[config.mk]
export PLATFORM = sky130hd
export DESIGN_NAME = pi_loop_sequencer
export DESIGN_NICKNAME = d
export VERILOG_FILES = /design/src/rtl/pi_pkg.sv /design/src/rtl/pi_output_clamp.sv /design/src/rtl/pi_loop_sequencer.sv
export SDC_FILE = /design/constraint.sdc
export NUM_CORES = 1
export LEC_CHECK = 0
export ABC_AREA = 1
export BUFFER_PORTS_ARGS = -buffer_cell sky130_fd_sc_hd__buf_4
export CORE_AREA = 2 2 148 150
export DETAILED_ROUTE_END_ITERATION = 7
export DIE_AREA = 0 0 150 152
export MAX_ROUTING_LAYER = met4
export PLACE_DENSITY = 0.79
export SLEW_MARGIN = 20
export SYNTH_ARGS = -nofsm -noshare
export SYNTH_HDL_FRONTEND = slang
export SYNTH_SLANG_ARGS = --single-unit
[constraint.sdc]
create_clock -name clk -period 1.6 [get_ports clk]
set_input_delay 0.08 -clock clk [delete_from_list [all_inputs] [get_ports clk]]
set_output_delay 0.08 -clock clk [all_outputs]
set_load 0.02 [all_outputs]
[src/rtl/pi_pkg.sv]
// Shared types and constants for the PI loop sequencer.
// Holds the sequencer state encoding and the DAC clamp limit helpers.
package pi_pkg;

    typedef enum logic [1:0] {
        ST_IDLE   = 2'd0,
        ST_RUN    = 2'd1,
        ST_OUTPUT = 2'd2
    } pi_state_e;

    localparam int PI_ORB_DEFAULT = 20;
    localparam int PI_SAT_W       = 16;

    // Largest positive code of a signed orb-bit DAC word.
    function automatic logic [31:0] pi_out_max(input int orb);
        pi_out_max = (32'd1 << (orb - 1)) - 32'd1;
    endfunction

    // Most negative code of a signed orb-bit DAC word (low orb bits).
    function automatic logic [31:0] pi_out_min(input int orb);
        pi_out_min = ~pi_out_max(orb);
    endfunction

endpackage

[src/rtl/pi_output_clamp.sv]
// Output clamp: maps pipeline flags and result onto a signed DAC code.
// Underflow takes priority over overflow when both are reported.
module pi_output_clamp
    import pi_pkg::*;
#(
    parameter int ORB = PI_ORB_DEFAULT
) (
    input  logic           overflow_i,
    input  logic           underflow_i,
    input  logic [ORB-1:0] pi_result_i,
    output logic [ORB-1:0] code_o,
    output logic           sat_o
);

    localparam logic [ORB-1:0] PI_OUT_MAX = ORB'(pi_out_max(ORB));
    localparam logic [ORB-1:0] PI_OUT_MIN = ORB'(pi_out_min(ORB));

    // Select the rail on saturation, otherwise pass the result through.
    always_comb begin
        code_o = pi_result_i;
        if (underflow_i) begin
            code_o = PI_OUT_MIN;
        end else if (overflow_i) begin
            code_o = PI_OUT_MAX;
        end
    end

    assign sat_o = overflow_i | underflow_i;

endmodule

[src/rtl/pi_loop_sequencer.sv]
// PI loop sequencer: accepts ADC samples, drives one pipeline run per
// sample, owns the integral state and hands a clamped code to the DAC.
module pi_loop_sequencer
    import pi_pkg::*;
#(
    parameter int INPUT_WIDTH       = 18,
    parameter int OUTPUT_WIDTH      = 32,
    parameter int OUTPUT_RANGE_BITS = PI_ORB_DEFAULT,
    parameter int TIMEOUT_CYCLES    = 15
) (
    input  logic                         clk,
    input  logic                         rst_n,
    input  logic                         enable,
    input  logic                         integral_clear,
    input  logic                         err_clear,
    input  logic [OUTPUT_WIDTH-1:0]      kp,
    input  logic [OUTPUT_WIDTH-1:0]      ki,
    input  logic [INPUT_WIDTH-1:0]       setpoint,
    input  logic                         adc_valid,
    output logic                         adc_ready,
    input  logic [INPUT_WIDTH-1:0]       adc_data,
    output logic                         pipe_cyc,
    output logic [OUTPUT_WIDTH-1:0]      pipe_kp,
    output logic [OUTPUT_WIDTH-1:0]      pipe_ki,
    output logic [INPUT_WIDTH-1:0]       pipe_setpoint,
    output logic [INPUT_WIDTH-1:0]       pipe_actual,
    output logic [OUTPUT_WIDTH-1:0]      pipe_integral_input,
    input  logic                         pipe_result_valid,
    input  logic [OUTPUT_WIDTH-1:0]      pipe_integral_result,
    input  logic [OUTPUT_WIDTH-1:0]      pipe_pi_result,
    input  logic                         pipe_overflow,
    input  logic                         pipe_underflow,
    output logic                         dac_valid,
    input  logic                         dac_ready,
    output logic [OUTPUT_RANGE_BITS-1:0] dac_data,
    output logic [OUTPUT_WIDTH-1:0]      integral_out,
    output logic [PI_SAT_W-1:0]          sat_count,
    output logic                         timeout_err
);

    localparam int TMO_W = $clog2(TIMEOUT_CYCLES + 1);
    localparam logic [TMO_W-1:0] TMO_LAST = TMO_W'(TIMEOUT_CYCLES - 1);

    pi_state_e state_q, state_d;

    logic [OUTPUT_WIDTH-1:0]      kp_q, ki_q, integ_in_q;
    logic [INPUT_WIDTH-1:0]       sp_q, act_q;
    logic [TMO_W-1:0]             tmo_q;
    logic [OUTPUT_WIDTH-1:0]      integral_q, integral_d;
    logic [OUTPUT_RANGE_BITS-1:0] dac_q;
    logic [PI_SAT_W-1:0]          sat_cnt_q;
    logic                         terr_q;

    logic accept, result_ok, timeout;
    logic [OUTPUT_RANGE_BITS-1:0] clamp_code;
    logic clamp_sat;
    logic pi_hi_unused;

    // Upper result bits are discarded by the truncating DAC path.
    assign pi_hi_unused = ^pipe_pi_result[OUTPUT_WIDTH-1:OUTPUT_RANGE_BITS];

    pi_output_clamp #(
        .ORB(OUTPUT_RANGE_BITS)
    ) u_clamp (
        .overflow_i (pipe_overflow),
        .underflow_i(pipe_underflow),
        .pi_result_i(pipe_pi_result[OUTPUT_RANGE_BITS-1:0]),
        .code_o     (clamp_code),
        .sat_o      (clamp_sat)
    );

    assign adc_ready = enable & (state_q == ST_IDLE);
    assign pipe_cyc  = (state_q == ST_RUN);
    assign dac_valid = (state_q == ST_OUTPUT);

    // Sequencer next state; abort beats result, result beats timeout.
    always_comb begin
        state_d   = state_q;
        accept    = 1'b0;
        result_ok = 1'b0;
        timeout   = 1'b0;
        unique case (state_q)
            ST_IDLE: begin
                if (adc_valid && adc_ready) begin
                    state_d = ST_RUN;
                    accept  = 1'b1;
                end
            end
            ST_RUN: begin
                if (!enable) begin
                    state_d = ST_IDLE;
                end else if (pipe_result_valid) begin
                    state_d   = ST_OUTPUT;
                    result_ok = 1'b1;
                end else if (tmo_q == TMO_LAST) begin
                    state_d = ST_IDLE;
                    timeout = 1'b1;
                end
            end
            ST_OUTPUT: begin
                if (dac_ready) begin
                    state_d = ST_IDLE;
                end
            end
            default: state_d = ST_IDLE;
        endcase
    end

    // Integral update: saturated results leave it alone, clear wins.
    always_comb begin
        integral_d = integral_q;
        if (result_ok && !clamp_sat) begin
            integral_d = pipe_integral_result;
        end
        if (integral_clear) begin
            integral_d = '0;
        end
    end

    // State register.
    always_ff @(posedge clk or negedge rst_n) begin
        if (!rst_n) begin
            state_q <= ST_IDLE;
        end else begin
            state_q <= state_d;
        end
    end

    // Operand snapshot at sample accept, held for the whole run.
    always_ff @(posedge clk or negedge rst_n) begin
        if (!rst_n) begin
            kp_q       <= '0;
            ki_q       <= '0;
            sp_q       <= '0;
            act_q      <= '0;
            integ_in_q <= '0;
        end else if (accept) begin
            kp_q       <= kp;
            ki_q       <= ki;
            sp_q       <= setpoint;
            act_q      <= adc_data;
            integ_in_q <= integral_q;
        end
    end

    // Timeout counter, restarted per sample and advanced while running.
    always_ff @(posedge clk or negedge rst_n) begin
        if (!rst_n) begin
            tmo_q <= '0;
        end else if (accept) begin
            tmo_q <= '0;
        end else if (state_q == ST_RUN) begin
            tmo_q <= tmo_q + 1'b1;
        end
    end

    // Integral, DAC code and saturation counter.
    always_ff @(posedge clk or negedge rst_n) begin
        if (!rst_n) begin
            integral_q <= '0;
            dac_q      <= '0;
            sat_cnt_q  <= '0;
        end else begin
            integral_q <= integral_d;
            if (result_ok) begin
                dac_q <= clamp_code;
            end
            if (result_ok && clamp_sat && sat_cnt_q != '1) begin
                sat_cnt_q <= sat_cnt_q + 1'b1;
            end
        end
    end

    // Sticky timeout flag; a new timeout beats a clear request.
    always_ff @(posedge clk or negedge rst_n) begin
        if (!rst_n) begin
            terr_q <= 1'b0;
        end else if (timeout) begin
            terr_q <= 1'b1;
        end else if (err_clear) begin
            terr_q <= 1'b0;
        end
    end

    assign pipe_kp             = kp_q;
    assign pipe_ki             = ki_q;
    assign pipe_setpoint       = sp_q;
    assign pipe_actual         = act_q;
    assign pipe_integral_input = integ_in_q;
    assign dac_data            = dac_q;
    assign integral_out        = integral_q;
    assign sat_count           = sat_cnt_q;
    assign timeout_err         = terr_q;

endmodule

# == Word level (Yosys, flattened, before mapping) ==
# Index checks and enable logic that the tools add are counted.
# word_totals
out_inout_bits,204
elab_cells,55
ff_bits,207
# op_classes
mux,23
bitwise,2
n_eq_ne,7
add_sub_neg,2
reduce_logical,10
# op_table
op,n
$mux W32,2
$mux W20,2
$add A16 B1 Y16 const B,1
$ne A16 B16 Y1 const B,1
$mux W1,11
$mux W2,5
$mux W4,2
$pmux W2 S3,1
$reduce_bool A2 Y1,3
$add A4 B1 Y4 const B,1
$eq A4 B4 Y1 const B,1
$logic_and A1 B1 Y1,4
$ne A2 B1 Y1 const B,2
$ne A4 B2 Y1 const B,1
$reduce_and A3 Y1,1
$eq A2 B1 Y1 const B,1
$eq A2 B2 Y1 const B,1
$logic_not A2 Y1,1
$and A1 B1 Y1,1
$logic_not A1 Y1,1
$or A1 B1 Y1,1

# == Longest topological paths before layout ==
# depth
depth_word,6
mapped_depth,9
mapped_depth_nobuf,9

# == Hierarchy ==
# Synthesis repeated with hierarchy kept, for this count alone.
# unflattened
hier_cells,980
hier_area_um2,8436.8
# modules_own_cells
module,seq_area_each_um2,area_each_um2,cells_per_inst,n_inst
pi_loop_sequencer,5180.0,8242.9,933,1
pi_output_clamp,0.0,193.9,47,1

# == Worst setup path before layout ==
# OpenSTA, ideal clock, no wires.
# synth_timing
kind,register to register
startpoint,reg state_q[0]
endpoint,reg integ_in_q[24] (netlist: pipe_integral_input[24])
period_less_slack_ns,1.606
stages_incl_launch_ff,7
slack_ns,-0.006
required_time_ns,1.470
setup_time_ns,0.130
path_buffers,2
t_arrival_ns,1.475
path_cell_list,dfrtp_1 -> nor3_2 -> nand2_1 -> buf_2 -> buf_2 -> nand2_1 -> o21ai_0
# synth_between
elab_chain_len,5
# synth_lines
element,line,source
from (decl),pi_loop_sequencer.sv:44,"pi_state_e state_q, state_d;"
from (signal assigned),pi_loop_sequencer.sv:125,state_q <= state_d;
$logic_not A2 Y1,pi_loop_sequencer.sv:72,assign adc_ready = enable & (state_q == ST_IDLE);
$and A1 B1 Y1,pi_loop_sequencer.sv:72,
net adc_ready,pi_loop_sequencer.sv:20,"output logic adc_ready,"
$logic_and A1 B1 Y1,pi_loop_sequencer.sv:84,if (adc_valid && adc_ready) begin
$mux W1,pi_loop_sequencer.sv:84,
$mux W1,pi_loop_sequencer.sv:82,unique case (state_q)
to (signal assigned),pi_loop_sequencer.sv:142,integ_in_q <= integral_q;
to (decl),pi_loop_sequencer.sv:46,"logic [OUTPUT_WIDTH-1:0] kp_q, ki_q, integ_in_q;"
# The timed path passes the listed nets, and every way through them passes these cells.
# A chain may end at the register's enable or synchronous reset.

# == Final worst setup path ==
# layout_timing
startpoint,reg state_q[1]
endpoint,reg integral_q[17] (netlist: integral_out[17])
# layout_between
elab_chain_len,4
# layout_lines
element,line,source
$eq A2 B1 Y1,pi_loop_sequencer.sv:82,
$mux W1,pi_loop_sequencer.sv:82,
$logic_and A1 B1 Y1,pi_loop_sequencer.sv:112,if (result_ok && !clamp_sat) begin
$reduce_bool A2 Y1 (no source line),n/a,
to (signal assigned),pi_loop_sequencer.sv:164,integral_q <= integral_d;
to (decl),pi_loop_sequencer.sv:49,"logic [OUTPUT_WIDTH-1:0] integral_q, integral_d;"
# Every way passes these cells.

==> impl_metrics.py <==
metrics = {
    "run_status": {
        "status": "completed",
    },
    "grt": {
        "met1_usage": 0.290,
        "grt_max_degree": 94,
        "gr-usage-all-layers": 0.263,
        "grt_pass1_wl_um": 46300,
        "first_global_vias": 8993,
        "grt_use_met2": 0.450,
        "antenna_found_initial": 0,
        "met3_usage": 0.0477,
        "top_usage_layer": "met2",
        "overflow": 0,
    },
    "clocking": {
        "cts_root_buf": "clkbuf_16",
        "cts_buffers": 24,
        "htreeDepth": 1,
        "insertion_delay_ns": 0.51,
        "cts_tree": "done",
        "clock-sinks": 207,
        "clock_path_buffers": 3,
        "clk_pin_slew_ns": 0.06,
    },
    "detailed_routing": {
        "final_antenna_net_count": 0,
        "viasPerCell": 4.96,
        "drc": 0,
        "drt_wl_total_um": 31500,
        "routedWlPerCell_um": 17.7,
        "first_pass_iters": 5,
        "drt-initial-drc-count": 553,
        "num_vias": 8831,
    },
    "floorplanning": {
        "num_io_pins": 378,
        "die_w_um": 150,
        "rows": 54,
        "die_y_um": 152,
        "coreArea_um2": 21400,
        "die-area_um2": 22800,
        "start_util": 0.387,
    },
    "power_and_ir_drop": {
        "p_int_mw": 11.2,
        "combPwrFrac": 0.276,
        "seqPwrFrac": 0.402,
        "ir_drop_v": 0.000788,
        "swShare": 0.317,
        "p_leak_nw": 7.34,
        "clkPwrFrac": 0.323,
        "power_density_nw_per_um2": 1170,
        "netSwitchingPower_mw": 5.21,
    },
    "final_layout": {
        "n_antenna_cell": 0,
        "design_area_um2": 14100,
        "multi_input_area_um2": 2690,
        "syn_to_final_growth_pct": 70.0,
        "fin_cells": 1781,
        "regArea_um2": 5180,
        "layout-drive-gt1-share": 0.304,
        "num-nets-final": 1662,
        "n_fill_cell": 1498,
    },
    "worst_hold_path": {
        "hold_class": "input port to flip-flop",
    },
    "timing": {
        "setup_viol": 0,
        "maxSlewViolCount": 0,
        "rsz0062_at_grt": "true",
        "fin_crit_sh": 0.992,
        "min_period_ns": 1.59,
        "max_freq_mhz": 630,
        "hold_violations": 0,
        "maxSlewHeadroom": 0.684,
        "tightest_slew_ns": 0.473,
        "fin_skew_ns": 0.00699,
    },
    "placement": {
        "dp.cells": 1575,
        "dp_hpwl_um": 17500,
        "gp_congestion": 0.868,
        "place_area_um2": 11500,
        "portBuffers": 365,
    },
    "synthesis": {
        "seq_area_frac_synth": 0.626,
        "synth_area_um2": 8270,
        "avgSynthCellArea_um2": 8.74,
        "yosys_warnings": 0,
        "ys_ff_latch": 207,
        "synth.net_count": 1124,
        "yosysUniqueCellTypes": 23,
        "synth_cells": 947,
    },
    "setup_path": {
        "path_max_fanout": 16,
        "cp-end-kind": "flip-flop",
        "critPathLaunchType": "flip-flop",
        "crit_arrival_ns": 2.00,
        "worst_ep_required_time_ns": 2.02,
        "critPathKind": "flip-flop to flip-flop",
    },
    "run": {
        "cap_violations": 0,
    },
}
metrics by stage:
step / power [mW] / util / setup TNS, ns / hold slack [ns] / setup WS (ns)
6_report: 16.4 / 0.659 / 0 / 0.0406 / 0.0120
5_1_grt: 17.1 / 0.659 / -1.48 / 0.0325 / -0.0916
4_1_cts: 16.3 / 0.648 / 0 / 0.00560 / 0.0261
3_5_place_dp: 10.6 / 0.539 / 0 / -0.00817 / 0.0811
3_3_place_gp: 10.5 / 0.539 / 0 / -0.0117 / 0.0945
2_1_floorplan: 8.43 / - / 0 / -0.216 / 0.0281
worst max-delay path, stage by stage, from the launching register on:
cell	delay, ns
dfrtp_1	0.41
inv_2	0.11
nand2_4	0.08
nor3_4	0.17
nand2_2	0.12
nor2_4	0.24
clkbuf_16	0.23
nand2_1	0.07
o21ai_0	0.08
routing by layer:
metal | vias to the layer above | share of wire
li1 | 3994 | -
met1 | 4221 | 0.36
met2 | 477 | 0.51
met3 | 139 | 0.067
met4 | 0 | 0.054
met5 | - | 0
cells in the final DEF (no fill, tap or decap):
| cell | n |
|---|---|
| xor2_1 | 5 |
| clkbuf_16 | 30 |
| nor2_2 | 3 |
| nand4_1 | 5 |
| nor3_4 | 2 |
| inv_2 | 1 |
| o21ai_2 | 2 |
| dfrtp_2 | 2 |
| clkbuf_1 | 8 |
| nor2_1 | 19 |
| inv_4 | 2 |
| dlygate4sd3_1 | 155 |
| buf_4 | 380 |
| dfrtp_1 | 205 |
| nand2_2 | 6 |
| nand2_4 | 2 |
| ha_1 | 3 |
| buf_16 | 2 |
| clkbuf_8 | 8 |
| nand3_1 | 11 |
| buf_6 | 1 |
| inv_8 | 1 |
| o31ai_1 | 1 |
| nand2_1 | 458 |
| o22ai_1 | 1 |
| o21ai_0 | 94 |
| nor2_4 | 2 |
| buf_12 | 11 |
| inv_1 | 60 |
| clkinv_2 | 1 |
| a21oi_1 | 3 |
| o21ai_1 | 17 |
cells in the mapped netlist, drive strengths merged:
master / number / share of area
nand2: 466 / 0.21
dfrtp: 207 / 0.63
o21ai: 113 / 0.068
inv: 63 / 0.029
buf: 31 / 0.020
nor2: 24 / 0.012
clkbuf: 12 / 0.0054
nand3: 11 / 0.0067
nand4: 5 / 0.0038
xor2: 5 / 0.0053
a21oi: 3 / 0.0018
ha: 3 / 0.0045
nor3: 2 / 0.0032
o22ai: 1 / 0.00076
o31ai: 1 / 0.00091
flip-flops by register name (all words and copies together) (netlist names):
register             cells
pipe_actual             18
sat_count               16
pipe_kp                 32
pipe_integral_input     32
dac_data                20
pipe_ki                 32
tmo_q                    4
integral_out            32
state_q                  2
pipe_setpoint           18
timeout_err              1
cells by family (layout without fill, tap and decap cells):
kind of cell             after synthesis  count (layout)  share of synthesized area
adder cells (fa/ha/maj)                3               3                    0.00454
flip-flops                           207             207                      0.626
XOR/XNOR                               5               5                    0.00529
buffers and inverters                106             660                     0.0544
AND/OR/NAND/NOR                      508             508                      0.238
AO/OA/AOI/OAI                        118             118                     0.0718
final timing paths:
kind                                     to  slack, ns  cells past startpoint      startpoint
min reg2reg                     pipe_ki[11]       0.48                      2     pipe_ki[11]
min in group asynchronous  integral_out[15]       0.06                      2           rst_n
max                        integral_out[17]       0.01                      8      state_q[1]
min                        integral_out[22]       0.04                      5  integral_clear
max in group asynchronous       pipe_kp[10]       0.89                      3           rst_n
max reg2reg                integral_out[17]       0.01                      8      state_q[1]
timing repair:
item / 4_1_cts / 5_1_grt
hold buffers: 155 / 0
hold endpoints to repair: 361 / 0
gates resized for setup: 0 / 25
endpoints found under the setup margin: 0 / 70
setup buffers: 0 / 4
layout make-up:
type	instances	area share
timing repair buffer	555	0.343
sequential	207	0.368
tap	280	0.0249
clock buffer	40	0.0535
inverter	63	0.0172
clock inverter	2	0.00116
multi-input combinational	634	0.192
power groups by stage:
stage / Sequential [mW] / Combinational (mW) / Clock, mW
detailed placement: 6.60 / 3.98 / 0
global route: 6.66 / 4.80 / 5.66
CTS: 6.52 / 4.32 / 5.42
finish: 6.59 / 4.52 / 5.30
floorplan: 7.50 / 0.930 / 0
global placement: 6.58 / 3.89 / 0
Note: power is estimated with default switching activity, not from simulation.
